<file path="src/rtl/wb_pkg.sv">
// rtl/wb_pkg.sv - shared types and helpers for the Wishbone initiator
package wb_pkg;
    typedef enum logic [1:0] {
        ST_IDLE = 2'd0,
        ST_BUS  = 2'd1,
        ST_RESP = 2'd2
    } wb_state_t;

    localparam int DEFAULT_DATA_WIDTH = 32;
    localparam int SEL_WIDTH          = DEFAULT_DATA_WIDTH / 8;

    function automatic int cnt_width(input int limit);
        return (limit < 1) ? 1 : $clog2(limit + 1);
    endfunction
endpackage

</file>
<file path="src/rtl/wishbone_if.sv">
// rtl/wishbone_if.sv - Wishbone classic bus bundle; dat_i is write data, dat_o is read data
interface wishbone_if #(
    parameter int ADDR_WIDTH = 20,
    parameter int DATA_WIDTH = 32
) (
    input logic clk_i,
    input logic rst_i
);
    logic                    cyc;
    logic                    stb;
    logic                    we;
    logic                    ack;
    logic [ADDR_WIDTH-1:0]   adr;
    logic [DATA_WIDTH/8-1:0] sel;
    logic [DATA_WIDTH-1:0]   dat_i;
    logic [DATA_WIDTH-1:0]   dat_o;

    modport master (
        input  clk_i, rst_i, ack, dat_o,
        output cyc, stb, we, adr, sel, dat_i
    );

    modport slave (
        input  clk_i, rst_i, cyc, stb, we, adr, sel, dat_i,
        output ack, dat_o
    );
endinterface

</file>
<file path="src/rtl/wb_timeout_counter.sv">
// rtl/wb_timeout_counter.sv - saturating clear/enable counter flagging its last allowed cycle
module wb_timeout_counter
    import wb_pkg::*;
#(
    parameter int LIMIT = 255
) (
    input  logic clk,
    input  logic rst,
    input  logic clr,
    input  logic en,
    output logic at_limit
);
    localparam int            W   = cnt_width(LIMIT);
    localparam logic [W-1:0]  SAT = W'(LIMIT);
    localparam logic [W-1:0]  TOP = (LIMIT == 0) ? '0 : W'(LIMIT - 1);

    logic [W-1:0] count;

    always_ff @(posedge clk) begin
        if (rst || clr) begin
            count <= '0;
        end else if (en && count != SAT) begin
            count <= count + 1'b1;
        end
    end

    // A zero limit disables the flag entirely.
    assign at_limit = (LIMIT != 0) && (count == TOP);
endmodule

</file>
<file path="src/rtl/wb_master_port.sv">
// rtl/wb_master_port.sv - single-outstanding Wishbone classic initiator with timeout abort
module wb_master_port
    import wb_pkg::*;
#(
    parameter int ADDR_WIDTH     = 20,
    parameter int DATA_WIDTH     = 32,
    parameter int TIMEOUT_CYCLES = 255
) (
    wishbone_if.master              wb,
    input  logic                    req_valid,
    output logic                    req_ready,
    input  logic                    req_we,
    input  logic [ADDR_WIDTH-1:0]   req_addr,
    input  logic [DATA_WIDTH-1:0]   req_wdata,
    input  logic [DATA_WIDTH/8-1:0] req_sel,
    output logic                    rsp_valid,
    input  logic                    rsp_ready,
    output logic [DATA_WIDTH-1:0]   rsp_rdata,
    output logic                    rsp_err
);
    wb_state_t state;
    logic      tmo_hit;

    wb_timeout_counter #(
        .LIMIT (TIMEOUT_CYCLES)
    ) u_tmo (
        .clk      (wb.clk_i),
        .rst      (wb.rst_i),
        .clr      (state == ST_IDLE),
        .en       ((state == ST_BUS) && !wb.ack),
        .at_limit (tmo_hit)
    );

    assign req_ready = (state == ST_IDLE) && !wb.rst_i;

    always_ff @(posedge wb.clk_i) begin
        if (wb.rst_i) begin
            state     <= ST_IDLE;
            wb.cyc    <= 1'b0;
            wb.stb    <= 1'b0;
            wb.we     <= 1'b0;
            wb.adr    <= '0;
            wb.sel    <= '0;
            wb.dat_i  <= '0;
            rsp_valid <= 1'b0;
            rsp_err   <= 1'b0;
            rsp_rdata <= '0;
        end else begin
            case (state)
                ST_IDLE: begin
                    if (req_valid) begin
                        wb.we    <= req_we;
                        wb.adr   <= req_addr;
                        wb.sel   <= req_sel;
                        wb.dat_i <= req_wdata;
                        wb.cyc   <= 1'b1;
                        wb.stb   <= 1'b1;
                        state    <= ST_BUS;
                    end
                end
                ST_BUS: begin
                    // Ack takes priority over a timeout landing in the same cycle.
                    if (wb.ack) begin
                        rsp_rdata <= wb.we ? '0 : wb.dat_o;
                        rsp_err   <= 1'b0;
                        rsp_valid <= 1'b1;
                        wb.cyc    <= 1'b0;
                        wb.stb    <= 1'b0;
                        state     <= ST_RESP;
                    end else if (tmo_hit) begin
                        rsp_rdata <= '0;
                        rsp_err   <= 1'b1;
                        rsp_valid <= 1'b1;
                        wb.cyc    <= 1'b0;
                        wb.stb    <= 1'b0;
                        state     <= ST_RESP;
                    end
                end
                ST_RESP: begin
                    if (rsp_ready) begin
                        rsp_valid <= 1'b0;
                        state     <= ST_IDLE;
                    end
                end
                default: state <= ST_IDLE;
            endcase
        end
    end
endmodule

</file>
<file path="src/flat_wrapper.sv">
// flat-port wrapper written by rule: the top's interface ports become plain ports
module wb_master_port_flat import wb_pkg::*;
#(
    parameter int ADDR_WIDTH     = 20,
    parameter int DATA_WIDTH     = 32,
    parameter int TIMEOUT_CYCLES = 255
)
  (req_valid, req_ready, req_we, req_addr, req_wdata, req_sel, rsp_valid, rsp_ready, rsp_rdata, rsp_err, clk_i, rst_i, wb_ack, wb_dat_o, wb_cyc, wb_stb, wb_we, wb_adr, wb_sel, wb_dat_i);
  wishbone_if #(.ADDR_WIDTH(ADDR_WIDTH), .DATA_WIDTH(DATA_WIDTH)) wb_i (.clk_i(clk_i), .rst_i(rst_i));
  input  logic req_valid;
  output logic req_ready;
  input  logic req_we;
  input  logic [ADDR_WIDTH-1:0] req_addr;
  input  logic [DATA_WIDTH-1:0] req_wdata;
  input  logic [DATA_WIDTH/8-1:0] req_sel;
  output logic rsp_valid;
  input  logic rsp_ready;
  output logic [DATA_WIDTH-1:0] rsp_rdata;
  output logic rsp_err;
  input wire logic clk_i;
  input wire logic rst_i;
  input wire logic [$bits(wb_i.ack)-1:0] wb_ack;
  input wire logic [$bits(wb_i.dat_o)-1:0] wb_dat_o;
  output wire logic [$bits(wb_i.cyc)-1:0] wb_cyc;
  output wire logic [$bits(wb_i.stb)-1:0] wb_stb;
  output wire logic [$bits(wb_i.we)-1:0] wb_we;
  output wire logic [$bits(wb_i.adr)-1:0] wb_adr;
  output wire logic [$bits(wb_i.sel)-1:0] wb_sel;
  output wire logic [$bits(wb_i.dat_i)-1:0] wb_dat_i;
  assign wb_i.ack = wb_ack;
  assign wb_i.dat_o = wb_dat_o;
  assign wb_cyc = wb_i.cyc;
  assign wb_stb = wb_i.stb;
  assign wb_we = wb_i.we;
  assign wb_adr = wb_i.adr;
  assign wb_sel = wb_i.sel;
  assign wb_dat_i = wb_i.dat_i;
  wb_master_port #(.ADDR_WIDTH(ADDR_WIDTH), .DATA_WIDTH(DATA_WIDTH), .TIMEOUT_CYCLES(TIMEOUT_CYCLES)) u_core (.wb(wb_i), .req_valid(req_valid), .req_ready(req_ready), .req_we(req_we), .req_addr(req_addr), .req_wdata(req_wdata), .req_sel(req_sel), .rsp_valid(rsp_valid), .rsp_ready(rsp_ready), .rsp_rdata(rsp_rdata), .rsp_err(rsp_err));
endmodule
</file>
<file path="config.mk">
export PLATFORM = sky130hd
export DESIGN_NAME = wb_master_port_flat
export DESIGN_NICKNAME = d
export VERILOG_FILES = /design/src/rtl/wb_pkg.sv /design/src/rtl/wishbone_if.sv /design/src/rtl/wb_timeout_counter.sv /design/src/rtl/wb_master_port.sv /design/src/flat_wrapper.sv
export SDC_FILE = /design/constraint.sdc
export NUM_CORES = 1
export LEC_CHECK = 0
export ABC_CLOCK_PERIOD_IN_PS = 1700
export BUFFER_PORTS_ARGS = -buffer_cell sky130_fd_sc_hd__clkbuf_2
export CAP_MARGIN = 5
export CORE_MARGIN = 5
export CORE_UTILIZATION = 47
export CTS_BUF_LIST = sky130_fd_sc_hd__clkbuf_4 sky130_fd_sc_hd__clkbuf_8
export DETAILED_ROUTE_END_ITERATION = 10
export MAX_ROUTING_LAYER = met4
export PLACE_DENSITY = 0.81
export SLEW_MARGIN = 0
export SYNTH_ARGS = -nofsm -noshare
export SYNTH_HDL_FRONTEND = slang
export SYNTH_SLANG_ARGS = --single-unit
</file>
<file path="constraint.sdc">
create_clock -name clk_i -period 1.7 [get_ports clk_i]
set_clock_uncertainty 0.2 [all_clocks]
set_input_delay 0.085 -clock clk_i [delete_from_list [all_inputs] [get_ports clk_i]]
set_output_delay 0.085 -clock clk_i [all_outputs]
set_load 0.05 [all_outputs]
</file>
==> flow_results.xml, run 1 <==
<?xml version="1.0" encoding="UTF-8"?>
<metrics>
  <group name="clock_network">
    <metric name="cts_buf_count" unit="">9</metric>
    <metric name="clkTransAtPathRegs" unit="ns">0.09</metric>
    <metric name="cts.htree.levels" unit="">3</metric>
    <metric name="ctsRootBufferMaster" unit="">sky130_fd_sc_hd__clkbuf_8</metric>
    <metric name="worst_skew_pair.late_latency" unit="ns">0.35</metric>
    <metric name="tritoncts_clock_tree" unit="">done</metric>
    <metric name="clock_tree_buf_depth" unit="">2</metric>
    <metric name="clock_sink_count" unit="">102</metric>
  </group>
  <group name="cells_and_area">
    <metric name="antenna_diode_instance_count" unit="">0</metric>
    <metric name="layout-drive-gt1-share" unit="">0.310</metric>
    <metric name="nNetsFinal" unit="">838</metric>
    <metric name="final_core_utilization" unit="">0.764</metric>
    <metric name="layout_area_growth_over_synthesis" unit="%">60.1</metric>
    <metric name="instances_no_fill" unit="">851</metric>
  </group>
  <group name="worst_setup_path">
    <metric name="critical_path.n_buffers_inverters" unit="">0</metric>
    <metric name="cp_slowest_stage_delay" unit="ns">0.37</metric>
    <metric name="setup.reg_to_reg.worst_slack" unit="ns">0.05</metric>
    <metric name="critical_path.endpoint_type" unit="">flip-flop</metric>
    <metric name="worst_path_dominant_cell_family" unit="">compound AO/OA/AOI/OAI gates</metric>
    <metric name="critical-path-slowest-cell" unit="">sky130_fd_sc_hd__dfxtp_4</metric>
    <metric name="worstSetupPathType" unit="">flip-flop to flip-flop</metric>
    <metric name="critical_path.reg2reg.startpoint" unit="">u_core.u_tmo.count[0]</metric>
    <metric name="worst-path-max-fanout" unit="">6</metric>
    <metric name="crit_path_arrival_time" unit="ns">1.72</metric>
    <metric name="rr_worst_depth" unit="">5</metric>
    <metric name="timing.rr.end" unit="">u_core.u_tmo.count[1]</metric>
    <metric name="launching_element_type_of_the_critical_path" unit="">flip-flop</metric>
    <metric name="crit_start" unit="">u_core.u_tmo.count[0]</metric>
    <metric name="worst-endpoint-required" unit="ns">1.77</metric>
    <metric name="crit_cells" unit="">5</metric>
    <metric name="cells_traversed_along_the_worst_timing_path" unit="">ha_1, and4_1, a21boi_2, nor2_1, a211oi_1</metric>
    <metric name="cp-endpoint" unit="">u_core.u_tmo.count[1]</metric>
  </group>
  <group name="worst_hold_path">
    <metric name="hold_path.class" unit="">input port to flip-flop</metric>
  </group>
  <group name="global_route">
    <metric name="grt_overflow" unit="">0</metric>
    <metric name="grt_antenna_before_repair" unit="">0</metric>
    <metric name="track_usage" unit="">0.277</metric>
    <metric name="grt_max_degree" unit="">57</metric>
    <metric name="grt_pass1_vias" unit="">4622</metric>
    <metric name="global_route_wire_length_before_repair" unit="microns">21900</metric>
  </group>
  <group name="synthesis">
    <metric name="synth_top_flop_cell" unit="">sky130_fd_sc_hd__dfxtp_1</metric>
    <metric name="synthArstFlopShare" unit="">0</metric>
    <metric name="synth-compound-area-share" unit="">0.211</metric>
    <metric name="yosysUniqueCellTypes" unit="">35</metric>
    <metric name="yosys-top-cells-area" unit="">sky130_fd_sc_hd__dfxtp_1 53%, sky130_fd_sc_hd__nand2_1 15%, sky130_fd_sc_hd__a21oi_1 12%</metric>
    <metric name="synth_cells" unit="">467</metric>
    <metric name="cell_type_with_the_largest_total_area_after_synthesis" unit="">sky130_fd_sc_hd__dfxtp_1</metric>
    <metric name="postSynthAreaPerCell" unit="sq um">8.27</metric>
    <metric name="yosys.area_share.adder" unit="">0.00648</metric>
    <metric name="synth.top_cell.area_share" unit="">0.529</metric>
    <metric name="synth_simple_gate_area_frac" unit="">0.198</metric>
    <metric name="synth_area" unit="sq mm">0.00386</metric>
    <metric name="synth_seq_cells" unit="">102</metric>
    <metric name="synth_xor_xnor_area_share" unit="">0.00454</metric>
    <metric name="syn-num-nets" unit="">563</metric>
    <metric name="main_combinational_cell_family_by_area_after_synthesis" unit="">compound AO/OA/AOI/OAI gates</metric>
    <metric name="synth.area.mux_share" unit="">0.00259</metric>
    <metric name="synth_enable_flop_cells" unit="">0</metric>
    <metric name="ys.warnings.count" unit="">0</metric>
    <metric name="synth_seq_area_share" unit="">0.529</metric>
  </group>
  <group name="place">
    <metric name="placed_cells" unit="">735</metric>
    <metric name="placement.io_buffers" unit="">187</metric>
    <metric name="dp_hpwl" unit="microns">7910</metric>
    <metric name="place.gp.congestion" unit="">0.866</metric>
  </group>
  <group name="detailed_routing">
    <metric name="avgRoutedWirePerCell" unit="microns">16.8</metric>
    <metric name="vias_cell" unit="">5.29</metric>
    <metric name="detail_route.first_pass.iterations" unit="">5</metric>
    <metric name="drc_errors" unit="">0</metric>
    <metric name="drtAntennaViolNets" unit="">0</metric>
    <metric name="wirelength" unit="microns">14300</metric>
    <metric name="detail_route.iter0.violations" unit="">203</metric>
    <metric name="routed-via-count" unit="">4501</metric>
  </group>
  <group name="floorplanning">
    <metric name="initial_util" unit="">0.477</metric>
    <metric name="design.die.area" unit="sq mm">0.0101</metric>
    <metric name="core.rowCount" unit="">33</metric>
    <metric name="die_height" unit="microns">101</metric>
    <metric name="num_io_pins" unit="">188</metric>
    <metric name="die_w" unit="microns">101</metric>
    <metric name="core_area" unit="sq mm">0.00809</metric>
  </group>
  <group name="timing">
    <metric name="setup-violations-final" unit="">0</metric>
    <metric name="timing.hold.ws" unit="ns">0.00452</metric>
    <metric name="worstMarginPinSlew" unit="ns">0.472</metric>
    <metric name="setup_tns" unit="ns">0</metric>
    <metric name="drv_slew" unit="">0</metric>
    <metric name="finalWorstPathRequiredPeriod" unit="ns">1.65</metric>
    <metric name="relSlewSlack" unit="">0.685</metric>
    <metric name="final-hold-violation-count" unit="">0</metric>
    <metric name="clock.fmax" unit="MHz">605</metric>
    <metric name="fin_crit_sh" unit="">0.972</metric>
  </group>
  <group name="pwr">
    <metric name="p_per_area" unit="mW/mm^2">925</metric>
    <metric name="vdd_ir_drop_max" unit="mV">0.573</metric>
    <metric name="static_leakage_power" unit="nW">2.75</metric>
  </group>
  <group name="outcome">
    <metric name="run_status" unit="">completed</metric>
  </group>
  <group name="job">
    <metric name="maxCapViolations" unit="">0</metric>
  </group>
</metrics>
[how the worst min path moves through the flow]
stage	from	end	slack [ns]	cells past startpoint
after global placement	req_sel[1]	u_core.wb.sel[1]	0.11	3
after detailed placement	req_sel[2]	u_core.wb.sel[2]	0.11	3
after CTS	rst_i	u_core.wb.dat_i[25]	-0.05	3
after global routing	rst_i	u_core.u_tmo.count[7]	0.02	4
after floorplan	req_addr[19]	u_core.wb.adr[19]	0.02	2
final	rst_i	u_core.u_tmo.count[7]	0.005	4
[repair_timing]
| item | 4_1_cts | 5_1_grt |
|---|---|---|
| setup endpoints to repair | 33 | 83 |
| setup buffers | 0 | 2 |
| gates cloned | 0 | 1 |
| hold buffers | 95 | 3 |
| pin swaps | 0 | 1 |
| gates resized for setup | 2 | 8 |
| hold endpoints to repair | 93 | 10 |
[routing by layer]
| layer | GRT usage | up-vias | wire length [microns] |
|---|---|---|---|
| li1 | - | 2136 | - |
| met1 | 0.299 | 2066 | 5230 |
| met2 | 0.481 | 252 | 7280 |
| met3 | 0.0761 | 47 | 1350 |
| met4 | 0.108 | 0 | 395 |
| met5 | - | - | 0 |
[synth_stat cells, types with 2 or more instances]
cell and n:
sky130_fd_sc_hd__nor2_1 9, sky130_fd_sc_hd__o21a_1 2, sky130_fd_sc_hd__and4_1 3, sky130_fd_sc_hd__a21oi_1 92, sky130_fd_sc_hd__o21ai_0 3, sky130_fd_sc_hd__buf_2 16, sky130_fd_sc_hd__inv_1 5, sky130_fd_sc_hd__and3_1 3
sky130_fd_sc_hd__and2_1 2, sky130_fd_sc_hd__nand2_1 150, sky130_fd_sc_hd__dfxtp_1 102, sky130_fd_sc_hd__a22oi_1 32, sky130_fd_sc_hd__buf_4 4, sky130_fd_sc_hd__clkbuf_1 15, sky130_fd_sc_hd__nor3_1 3, sky130_fd_sc_hd__nand3_1 4
sky130_fd_sc_hd__a31oi_1 3, sky130_fd_sc_hd__ha_1 2
[flip-flops by register name (all words and copies together), names as in the netlist, 2 cells and up]
name / cells
u_core.rsp_rdata: 32
u_core.wb.dat_i: 32
u_core.wb.adr: 20
u_core.u_tmo.count: 8
u_core.wb.sel: 4
u_core.state: 2
[cell usage in the layout, fill, tap and decap left out, types with 2 or more instances in the layout]
cell type,count
sky130_fd_sc_hd__and4_1,3
sky130_fd_sc_hd__buf_4,7
sky130_fd_sc_hd__dfxtp_1,99
sky130_fd_sc_hd__nand2_1,149
sky130_fd_sc_hd__a22oi_1,32
sky130_fd_sc_hd__o21a_1,2
sky130_fd_sc_hd__dlygate4sd3_1,98
sky130_fd_sc_hd__ha_1,2
sky130_fd_sc_hd__nand3_1,4
sky130_fd_sc_hd__inv_1,5
sky130_fd_sc_hd__clkinvlp_4,2
sky130_fd_sc_hd__a21oi_1,91
sky130_fd_sc_hd__and3_1,3
sky130_fd_sc_hd__o21ai_0,3
sky130_fd_sc_hd__a31oi_1,3
sky130_fd_sc_hd__nor3_1,2
sky130_fd_sc_hd__nor2_1,8
sky130_fd_sc_hd__clkbuf_2,186
sky130_fd_sc_hd__buf_12,5
sky130_fd_sc_hd__dfxtp_4,2
sky130_fd_sc_hd__clkbuf_8,9
sky130_fd_sc_hd__bufinv_16,2
[cell families (layout without fill, tap and decap cells)]
kind of cell	count (synthesis)	count (layout)
flops	102	102
fa+ha+maj	2	2
compound gates	139	139
simple gates	181	181
xor+xnor	2	2
mux	1	1
buf+inv	40	319
[power by group]
group / leakage, nW / switching, W / internal [W]
Sequential: 0.836 / 0.000102 / 0.00253
Combinational: 1.81 / 0.000936 / 0.000488
Clock: 0.102 / 0.000820 / 0.000844
Total: 2.75 / 0.00186 / 0.00386
[worst register-to-register path: cells and delay by family, from the launching register on]
kind,cells,cell delay [ns]
AO/OA/AOI/OAI,2,0.42
flip-flops,1,0.37
AND/OR/NAND/NOR,2,0.31
adder cells (fa/ha/maj),1,0.27
[through the flow]
step,total power (W),area [sq um],setup slack (ns)
3_3_place_gp,0.00384,4920,0.0747
5_1_grt,0.00594,6180,-0.0100
4_1_cts,0.00569,6090,0.00251
2_1_floorplan,0.00351,3870,0.107
3_5_place_dp,0.00387,4920,-0.0527
6_report,0.00572,6180,0.0482
[layout make-up]
type                            instances  area [sq um]
Clock buffer                           10           131
Inverter                                5          18.8
Sequential cell                       102          2050
Timing Repair Buffer                  299          2110
Fill cell                             524          1910
Clock inverter                          5          83.8
Tap cell                              105           131
Multi-Input combinational cell        325          1660
(Power assumes the default switching activity.)
==> inputs of run 2 (changes only) <==
CORE_ASPECT_RATIO = 1.75   (was not set)
REMOVE_ABC_BUFFERS = 1   (was not set)
==> flow_results.xml, run 2 (synthesis results as in run 1) <==
<?xml version="1.0" encoding="UTF-8"?>
<metrics>
  <group name="clock_network">
    <metric name="clkTransAtPathRegs" unit="ns">0.10</metric>
    <metric name="cts.htree.levels" unit="">3</metric>
    <metric name="clock_tree_buf_depth" unit="">2</metric>
    <metric name="cts_buf_count" unit="">9</metric>
    <metric name="clock_sink_count" unit="">102</metric>
    <metric name="tritoncts_clock_tree" unit="">done</metric>
    <metric name="worst_skew_pair.late_latency" unit="ns">0.37</metric>
    <metric name="ctsRootBufferMaster" unit="">sky130_fd_sc_hd__clkbuf_8</metric>
  </group>
  <group name="cells_and_area">
    <metric name="filler_cells" unit="">543</metric>
    <metric name="most-common-layout-cells" unit="">185 x sky130_fd_sc_hd__clkbuf_2, 149 x sky130_fd_sc_hd__nand2_1, 99 x sky130_fd_sc_hd__dfxtp_1, 93 x sky130_fd_sc_hd__dlygate4sd3_1, 92 x sky130_fd_sc_hd__a21oi_1</metric>
    <metric name="reg.largest.list" unit="">u_core.rsp_rdata (32), u_core.wb.dat_i (32), u_core.wb.adr (20)</metric>
    <metric name="multi_input_area" unit="sq mm">0.00165</metric>
    <metric name="nNetsFinal" unit="">835</metric>
    <metric name="final-seq-area" unit="sq mm">0.00205</metric>
    <metric name="layout_commonest_cell" unit="">sky130_fd_sc_hd__clkbuf_2</metric>
    <metric name="instances_no_fill" unit="">835</metric>
    <metric name="layout_area_growth_over_synthesis" unit="%">57.7</metric>
    <metric name="layout-drive-gt1-share" unit="">0.313</metric>
    <metric name="fin_area" unit="sq mm">0.00609</metric>
  </group>
  <group name="pwr">
    <metric name="internal_power" unit="W">0.00361</metric>
    <metric name="vdd_ir_drop_max" unit="mV">0.702</metric>
    <metric name="p_sw_frac" unit="">0.344</metric>
    <metric name="combPwrFrac" unit="">0.255</metric>
    <metric name="clock_power_share" unit="">0.268</metric>
    <metric name="power.sequential.fraction" unit="">0.477</metric>
    <metric name="power" unit="W">0.00551</metric>
    <metric name="p_switching" unit="W">0.00190</metric>
    <metric name="static_leakage_power" unit="nW">2.73</metric>
    <metric name="p_per_area" unit="mW/mm^2">905</metric>
  </group>
  <group name="timing">
    <metric name="fin_crit_sh" unit="">0.990</metric>
    <metric name="finalWorstPathRequiredPeriod" unit="ns">1.68</metric>
    <metric name="final-hold-violation-count" unit="">0</metric>
    <metric name="clock.fmax" unit="MHz">594</metric>
    <metric name="setup_tns" unit="ns">0</metric>
    <metric name="setup-violations-final" unit="">0</metric>
    <metric name="worstMarginPinSlew" unit="ns">0.380</metric>
    <metric name="drv_slew" unit="">0</metric>
    <metric name="relSlewSlack" unit="">0.747</metric>
  </group>
  <group name="worst_setup_path">
    <metric name="critical-path-slowest-cell" unit="">sky130_fd_sc_hd__dlygate4sd3_1</metric>
    <metric name="cp_slowest_stage_delay" unit="ns">0.53</metric>
    <metric name="crit_path_arrival_time" unit="ns">1.80</metric>
    <metric name="worst-path-max-fanout" unit="">4</metric>
    <metric name="cells_traversed_along_the_worst_timing_path" unit="">dlygate4sd3_1, clkbuf_2, nor3b_4, buf_4, nand4b_2, or4_1, nand2_1</metric>
    <metric name="launching_element_type_of_the_critical_path" unit="">input port</metric>
    <metric name="critical_path.n_buffers_inverters" unit="">3</metric>
    <metric name="worst_path_dominant_cell_family" unit="">simple AND/OR/NAND/NOR gates</metric>
    <metric name="worst-endpoint-required" unit="ns">1.82</metric>
    <metric name="critical_path.endpoint_type" unit="">flip-flop</metric>
    <metric name="worstSetupPathType" unit="">input port to flip-flop</metric>
  </group>
  <group name="place">
    <metric name="placed_cells" unit="">723</metric>
    <metric name="placement.io_buffers" unit="">187</metric>
    <metric name="place.gp.congestion" unit="">0.827</metric>
    <metric name="dp_hpwl" unit="microns">7950</metric>
    <metric name="detailed_place.area" unit="sq mm">0.00493</metric>
  </group>
  <group name="detailed_routing">
    <metric name="drc_errors" unit="">0</metric>
    <metric name="routed-via-count" unit="">4461</metric>
    <metric name="detail_route.iter0.violations" unit="">221</metric>
    <metric name="wirelength" unit="microns">13600</metric>
    <metric name="avgRoutedWirePerCell" unit="microns">16.2</metric>
    <metric name="detail_route.first_pass.iterations" unit="">6</metric>
    <metric name="vias_cell" unit="">5.34</metric>
    <metric name="drtAntennaViolNets" unit="">0</metric>
  </group>
  <group name="floorplanning">
    <metric name="num_io_pins" unit="">188</metric>
    <metric name="initial_util" unit="">0.485</metric>
    <metric name="die_height" unit="microns">130</metric>
    <metric name="die_w" unit="microns">78.5</metric>
    <metric name="core_area" unit="sq mm">0.00796</metric>
    <metric name="core.rowCount" unit="">43</metric>
    <metric name="design.die.area" unit="sq mm">0.0102</metric>
  </group>
  <group name="worst_hold_path">
    <metric name="hold_path.class" unit="">flip-flop to flip-flop</metric>
  </group>
  <group name="global_route">
    <metric name="global_route_wire_length_before_repair" unit="microns">21100</metric>
    <metric name="grt_overflow" unit="">0</metric>
    <metric name="grt_max_degree" unit="">90</metric>
    <metric name="grt_antenna_before_repair" unit="">0</metric>
    <metric name="track_usage" unit="">0.269</metric>
    <metric name="grt_pass1_vias" unit="">4541</metric>
  </group>
  <group name="job">
    <metric name="maxCapViolations" unit="">0</metric>
  </group>
  <group name="outcome">
    <metric name="run_status" unit="">completed</metric>
  </group>
</metrics>
-- run 2: cell types whose count changed in the layout (fill, tap and decap cells not counted), sizes merged --
cell and change:
clkinvlp -2, inv +4, dlygate4sd3 -5, bufinv -2, diode +1, buf +4
clkbuf -2, clkinv +1
-- run 2: power by group through the flow --
stage	clock network [W]	logic, W	registers [W]
finish	0.00148	0.00141	0.00263
global route	0.00161	0.00149	0.00265
detailed placement	0	0.00120	0.00268
global placement	0	0.00118	0.00267
CTS	0.00151	0.00137	0.00262
floorplan	0	0.000288	0.00315
-- run 2: per-layer routing --
metal,wire [microns],global-route usage,up-vias
li1,-,-,2133
met5,0,-,-
met3,874,0.0483,51
met1,4790,0.270,2053
met2,7370,0.488,224
met4,524,0.147,0
-- run 2: through the flow --
step | worst slack [ns] | util | hold slack, ns
3_3_place_gp | 0.0642 | 0.619 | 0.107
2_1_floorplan | -0.643 | - | -0.0459
3_5_place_dp | -0.0315 | 0.619 | 0.114
4_1_cts | -0.000772 | 0.761 | 0.255
5_1_grt | -0.0273 | 0.764 | 0.280
6_report | 0.0164 | 0.765 | 0.259
-- run 2: worst register-to-register path: cells and delay by family, from the launching register on --
kind,cells,cell delay (ns)
buffers and inverters,1,0.16
DFF,1,0.39
and+or+nand+nor,4,0.86
-- run 2: repair_timing --
item,CTS,global route
buffers inserted,0,2
gates resized for setup,1,11
hold endpoints to repair,97,0
pin swaps,0,2
endpoints found under the setup margin,32,79
hold buffers,94,0
-- run 2: worst paths after layout --
path                       start                     to  slack, ns  depth (start not counted)
min          u_core.wb.dat_i[13]    u_core.wb.dat_i[13]       0.26                          2
max                       wb_ack  u_core.u_tmo.count[6]       0.02                          7
max reg2reg      u_core.state[0]  u_core.u_tmo.count[6]       0.05                          5
min reg2reg  u_core.wb.dat_i[13]    u_core.wb.dat_i[13]       0.26                          2
-- run 2: layout make-up --
| cell class | count | share of cell area |
|---|---|---|
| Clock inverter | 6 | 0.00842 |
| Timing Repair Buffer | 296 | 0.340 |
| Inverter | 5 | 0.00308 |
| Tap cell | 90 | 0.0185 |
| Multi-Input combinational cell | 325 | 0.271 |
| Antenna cell | 1 | 0.000411 |
| Clock buffer | 10 | 0.0226 |
| Sequential cell | 102 | 0.336 |
